**src/rtl/gcd_arbiter.sv**
```systemverilog
// Round-robin front end that time-shares one subtractive GCD core between NREQ requesters.
// Zero operands bypass the core; a watchdog aborts runs that never report done.
module gcd_arbiter #(
  parameter int WIDTH  = 8,
  parameter int NREQ   = 2,
  parameter int MAXCYC = 1023
) (
  input  logic                  clk_i,
  input  logic                  rst_ni,
  input  logic [NREQ-1:0]       req_valid_i,
  output logic [NREQ-1:0]       req_ready_o,
  input  logic [NREQ*WIDTH-1:0] req_x_i,
  input  logic [NREQ*WIDTH-1:0] req_y_i,
  output logic [NREQ-1:0]       rsp_valid_o,
  input  logic [NREQ-1:0]       rsp_ready_i,
  output logic [WIDTH-1:0]      rsp_data_o,
  output logic                  rsp_err_o,
  output logic                  gcd_rst_o,
  output logic                  gcd_start_o,
  output logic [WIDTH-1:0]      gcd_x_o,
  output logic [WIDTH-1:0]      gcd_y_o,
  input  logic                  gcd_done_i,
  input  logic [WIDTH-1:0]      gcd_result_i,
  output logic                  busy_o
);

  localparam int PW = (NREQ > 1) ? $clog2(NREQ) : 1;
  localparam int CW = (MAXCYC > 1) ? $clog2(MAXCYC + 1) : 1;
  localparam logic [CW-1:0] WD_LAST = CW'(MAXCYC - 1);

  typedef enum logic [1:0] {IDLE, ISSUE, WAIT, RESP} state_t;

  state_t          state, state_next;
  logic [PW-1:0]   rr_ptr, rr_ptr_next;
  logic [PW-1:0]   grant, grant_next;
  logic [WIDTH-1:0] gcd_x, gcd_x_next, gcd_y, gcd_y_next;
  logic [WIDTH-1:0] data, data_next;
  logic            err, err_next;
  logic [CW-1:0]   wd, wd_next;

  logic [PW-1:0]   cand [NREQ];
  logic [WIDTH-1:0] x_arr [NREQ];
  logic [WIDTH-1:0] y_arr [NREQ];
  logic [PW-1:0]   pick;
  logic            found;
  logic [WIDTH-1:0] x_sel, y_sel;

  // cand[gi] is the requester index at offset gi from the round-robin pointer.
  for (genvar gi = 0; gi < NREQ; gi++) begin : g_slot
    assign cand[gi]  = PW'((int'(rr_ptr) + gi) % NREQ);
    assign x_arr[gi] = req_x_i[gi*WIDTH +: WIDTH];
    assign y_arr[gi] = req_y_i[gi*WIDTH +: WIDTH];
  end

  // Scan from the farthest offset down so the nearest valid requester wins.
  always_comb begin
    found = 1'b0;
    pick  = '0;
    for (int i = NREQ - 1; i >= 0; i--) begin
      if (req_valid_i[cand[i]]) begin
        found = 1'b1;
        pick  = cand[i];
      end
    end
    x_sel = x_arr[pick];
    y_sel = y_arr[pick];
  end

  always_comb begin
    state_next  = state;
    rr_ptr_next = rr_ptr;
    grant_next  = grant;
    gcd_x_next  = gcd_x;
    gcd_y_next  = gcd_y;
    data_next   = data;
    err_next    = err;
    wd_next     = wd;
    req_ready_o = '0;
    rsp_valid_o = '0;
    gcd_start_o = 1'b0;
    gcd_rst_o   = 1'b0;

    case (state)
      IDLE: begin
        if (found) begin
          req_ready_o[pick] = 1'b1;
          grant_next        = pick;
          gcd_x_next        = x_sel;
          gcd_y_next        = y_sel;
          if (x_sel == '0 || y_sel == '0) begin
            data_next  = x_sel | y_sel;
            err_next   = 1'b0;
            state_next = RESP;
          end else begin
            state_next = ISSUE;
          end
        end
      end
      ISSUE: begin
        gcd_start_o = 1'b1;
        wd_next     = '0;
        state_next  = WAIT;
      end
      WAIT: begin
        // done is checked first so a result arriving on the timeout cycle is kept
        if (gcd_done_i) begin
          data_next  = gcd_result_i;
          err_next   = 1'b0;
          state_next = RESP;
        end else if (wd == WD_LAST) begin
          gcd_rst_o  = 1'b1;
          data_next  = '0;
          err_next   = 1'b1;
          state_next = RESP;
        end else begin
          wd_next = wd + 1'b1;
        end
      end
      RESP: begin
        rsp_valid_o[grant] = 1'b1;
        if (rsp_ready_i[grant]) begin
          rr_ptr_next = (grant == PW'(NREQ - 1)) ? '0 : grant + 1'b1;
          state_next  = IDLE;
        end
      end
      default: state_next = IDLE;
    endcase
  end

  always_ff @(posedge clk_i or negedge rst_ni) begin
    if (!rst_ni) begin
      state  <= IDLE;
      rr_ptr <= '0;
      grant  <= '0;
      gcd_x  <= '0;
      gcd_y  <= '0;
      data   <= '0;
      err    <= 1'b0;
      wd     <= '0;
    end else begin
      state  <= state_next;
      rr_ptr <= rr_ptr_next;
      grant  <= grant_next;
      gcd_x  <= gcd_x_next;
      gcd_y  <= gcd_y_next;
      data   <= data_next;
      err    <= err_next;
      wd     <= wd_next;
    end
  end

  assign gcd_x_o    = gcd_x;
  assign gcd_y_o    = gcd_y;
  assign rsp_data_o = data;
  assign rsp_err_o  = err;
  assign busy_o     = (state != IDLE);

endmodule

```
**config.mk**
```make
export PLATFORM = sky130hd
export DESIGN_NAME = gcd_arbiter
export DESIGN_NICKNAME = d
export VERILOG_FILES = /design/src/rtl/gcd_arbiter.sv
export SDC_FILE = /design/constraint.sdc
export NUM_CORES = 1
export LEC_CHECK = 0
export ABC_AREA = 1
export CAP_MARGIN = 20
export CORE_ASPECT_RATIO = 0.8
export CORE_MARGIN = 1.5
export CORE_UTILIZATION = 40
export CTS_BUF_LIST = sky130_fd_sc_hd__clkbuf_16
export DETAILED_ROUTE_END_ITERATION = 10
export DONT_BUFFER_PORTS = 1
export GPL_TIMING_DRIVEN = 1
export SYNTH_ARGS = -nofsm -noshare
export SYNTH_HDL_FRONTEND = slang
export SYNTH_SLANG_ARGS = --single-unit
```
**constraint.sdc**
```tcl
create_clock -name clk_i -period 4 [get_ports clk_i]
set_clock_uncertainty 0.15 [all_clocks]
set_input_delay 0.6 -clock clk_i [delete_from_list [all_inputs] [get_ports clk_i]]
set_output_delay 0.6 -clock clk_i [all_outputs]
set_load 0.05 [all_outputs]
```
==> impl_results.rst <==
.. list-table::
   :header-rows: 1

   * - Metric
     - Value
   * - Run status
     - finished, final reports clean
   * - Placed standard-cell area
     - 2440 um^2
   * - Max stage delay on crit path
     - 790 ps
   * - Routability cong.
     - 0.859
   * - Worst max-slew margin expressed relative to the limit
     - 39.2%
   * - Portion of the clock cycle consumed by the worst path in the final layout
     - 71.8%
   * - Routed length on met1
     - 2730 um
   * - Clock Tree Buf Depth
     - 2
   * - Num rows
     - 25
   * - Top flip-flop cell by instance count after synthesis
     - dfrtp_1
   * - Critical path's most frequent cell
     - inv_1
   * - Clock Pin Slew Worst Setup and Hold Paths
     - 60 ps
   * - Total power after layout
     - 2.31 mW
   * - Clock Root Buffer
     - clkbuf_16
   * - Fmax achieved
     - 0.348 GHz
   * - Number of DRC markers after the initial detailed-route iteration
     - 128
   * - Overflow after GRT
     - 0
   * - Setup repair after global routing missed its margin
     - false
   * - Share of the yosys chip area belonging to registers
     - 40.6%
   * - Post-DRT Antenna Nets
     - 0
   * - Number of enable flip-flop cells after synthesis
     - 0
   * - Data required time of the critical path
     - 3250 ps
   * - Remaining DRCs
     - 0
   * - Fraction of layout instances using a drive strength above 1
     - 9.39%
   * - Worst IR drop on VDD
     - 0.000403 V
   * - WL/cell
     - 14.1 um
   * - Number of antenna cells inserted
     - 0
   * - Kind of critical path
     - reg -> out
   * - H-tree Lvls
     - 2
   * - Synth async-reset ratio
     - 100%
   * - Number of global-route vias before repair
     - 1962
   * - Gate count after technology mapping
     - 331
   * - Clock insertion delay at the later pin of the skew report
     - 280 ps
   * - Routed wl met2
     - 2440 um
   * - Area Growth Syn to Fin
     - 8.01%
   * - Yosys top cell by area
     - dfrtp_1
   * - Area of the core
     - 5850 um^2
   * - Top area cells in the synthesized netlist
     - dfrtp_1 41%, nand2_1 19%, inv_1 5.5%, nand3_1 4.6%, o21ai_0 4.6%
   * - Total iterations of the first detailed-routing run
     - 4
   * - Shortest period the worst path allows
     - 2870 ps
   * - Cell with the most instances after synthesis
     - nand2_1
   * - Total setup violations reported at the end of the flow
     - 0
   * - Worst Setup End Kind
     - output pin
   * - Routed wire length
     - 5780 um
   * - Mapped cell area
     - 2400 um^2
   * - Largest delay share family, worst path
     - simple AND/OR/NAND/NOR gates
   * - Routed via count
     - 1999
   * - Leakage power
     - 1.33 nW
   * - Worst Setup Slack, final
     - 1130 ps
   * - Yosys warning total
     - 0
   * - Vertical die dimension
     - 72.4 um
   * - Die width
     - 89.7 um
   * - Arrival time at the worst endpoint
     - 2120 ps
   * - Maximum fanout count along the critical path
     - 5
   * - Buf/Inv on CP
     - 2
   * - Pin count of the biggest net entering global routing
     - 40
   * - NumNets Final
     - 382
   * - Amount of wire on met3 after detailed routing
     - 538 um
   * - Synth cell count leaders
     - 121 x nand2_1, 39 x dfrtp_1, 35 x inv_1
   * - Total global routing track utilization
     - 19.6%
   * - Final Instance Area
     - 2600 um^2
   * - Max_cap viols
     - 0
   * - DIE AREA
     - 6490 um^2
   * - Path category of the worst min-delay check
     - in -> async
   * - Pwr Density
     - 889 nW/um^2
   * - HPWL after DPL
     - 4430 um
   * - Antenna violations before repair
     - 0
   * - Total of flip-flops plus latches after synthesis
     - 39
   * - Worst slack, placed
     - 1440 ps
   * - Setup TNS Final
     - 0 ps
   * - Highest routed metal layer
     - met4
   * - Crit-path cells
     - inv_1 -> ha_1 -> inv_1 -> nor2_1
   * - Number of nets produced by synthesis
     - 384
   * - Count of input and output buffers
     - 0
   * - Number of distinct library cell variants in the gate-level netlist after synthesis
     - 29
   * - Final-report hold violation count
     - 0
   * - CTS buffer count
     - 5
   * - Max-slew violation count
     - 0
   * - Wire length of the first global-routing pass
     - 9570 um
   * - Initial cell density of the core
     - 41.1%
   * - Startpoint kind of the worst setup timing path
     - flip-flop
   * - Cell type of the slowest stage on the worst timing path
     - nor2_1
   * - Number of vias per cell
     - 4.86
   * - Yosys top cell area share
     - 40.6%
   * - Slew at the pin with the worst max-slew slack
     - 909 ps
   * - Count of clock tree sinks
     - 39
   * - Top-Level Pins
     - 79
   * - Average cell area after synthesis
     - 7.27 um^2
   * - TritonCTS clock tree
     - built
## kinds of logic (layout without fill, tap and decap cells)
kind of cell	count (synthesis)	after routing	synth area share, %
compound gates	33	33	7.60
xor+xnor	4	4	1.46
simple gates	201	201	38.2
fa+ha+maj	6	6	3.12
flops	39	39	40.6
buf+inv	48	47	9.00
## repair_timing
item	in CTS	in global routing
hold buffers	1	0
hold endpoints to repair	39	0
gates resized for setup	0	0
setup buffers	0	0
## final cells by class
type	count	area (um^2)
Fill cell	622	3250
Multi-Input combinational cell	244	1210
Clock inverter	3	16.3
Clock buffer	5	125
Sequential cell	39	976
Inverter	37	139
Tap cell	81	101
Timing Repair Buffer	2	27.5
## placed cells by master (no fill, tap or decap), types with 2 or more instances in the layout
| cell | count |
|---|---|
| nor2_1 | 22 |
| o31ai_1 | 4 |
| nand3b_1 | 12 |
| inv_2 | 2 |
| nand2_1 | 121 |
| nand3_1 | 22 |
| a21oi_1 | 3 |
| nor3_1 | 3 |
| nand2_2 | 16 |
| dfrtp_1 | 39 |
| inv_1 | 36 |
| xor2_1 | 3 |
| o21bai_1 | 2 |
| ha_1 | 6 |
| clkbuf_16 | 5 |
| o21ai_0 | 22 |
## metal layers
metal	up-vias	track usage [%]
met1	895	27.4
met3	8	7.74
li1	1029	-
met5	-	0
met2	67	27.4
met4	0	6.32
## stage by stage
stage / std cells / hold slack, ps / utilization (%)
after floorplan: 331 / 154 / -
after global placement: 402 / 156 / 41.6
after detailed placement: 402 / 156 / 41.6
after CTS: 411 / 15.7 / 44.4
after global routing: 411 / 14.0 / 44.4
final: 411 / 5.33 / 44.4
## sequential cells by signal (all words and copies together), names as in the netlist
name	flops
rsp_data_o	8
state	2
grant	1
wd	10
gcd_x_o	8
rr_ptr	1
gcd_y_o	8
rsp_err_o	1
## power breakdown
part           switching [mW]  leakage (nW)  internal (mW)
sequential              0.564         0.489          0.553
clock                   0.157        0.0710          0.227
combinational           0.576         0.769          0.231
total                    1.30          1.33           1.01
## final timing paths
path / start / to / slack (ps) / cells after the start
setup / recovery: state[0] / req_ready_o[1] / 1130 / 4
setup reg to reg: state[0] / wd[9] / 1550 / 11
hold / removal: rst_ni / rsp_err_o / 5 / 1
hold reg to reg: rr_ptr / rr_ptr / 380 / 2
max in group asynchronous: rst_ni / rsp_data_o[5] / 3500 / 1
min in group clk_i: rsp_ready_i[0] / rr_ptr / 340 / 2
Note: power is estimated with default switching activity, not from simulation.
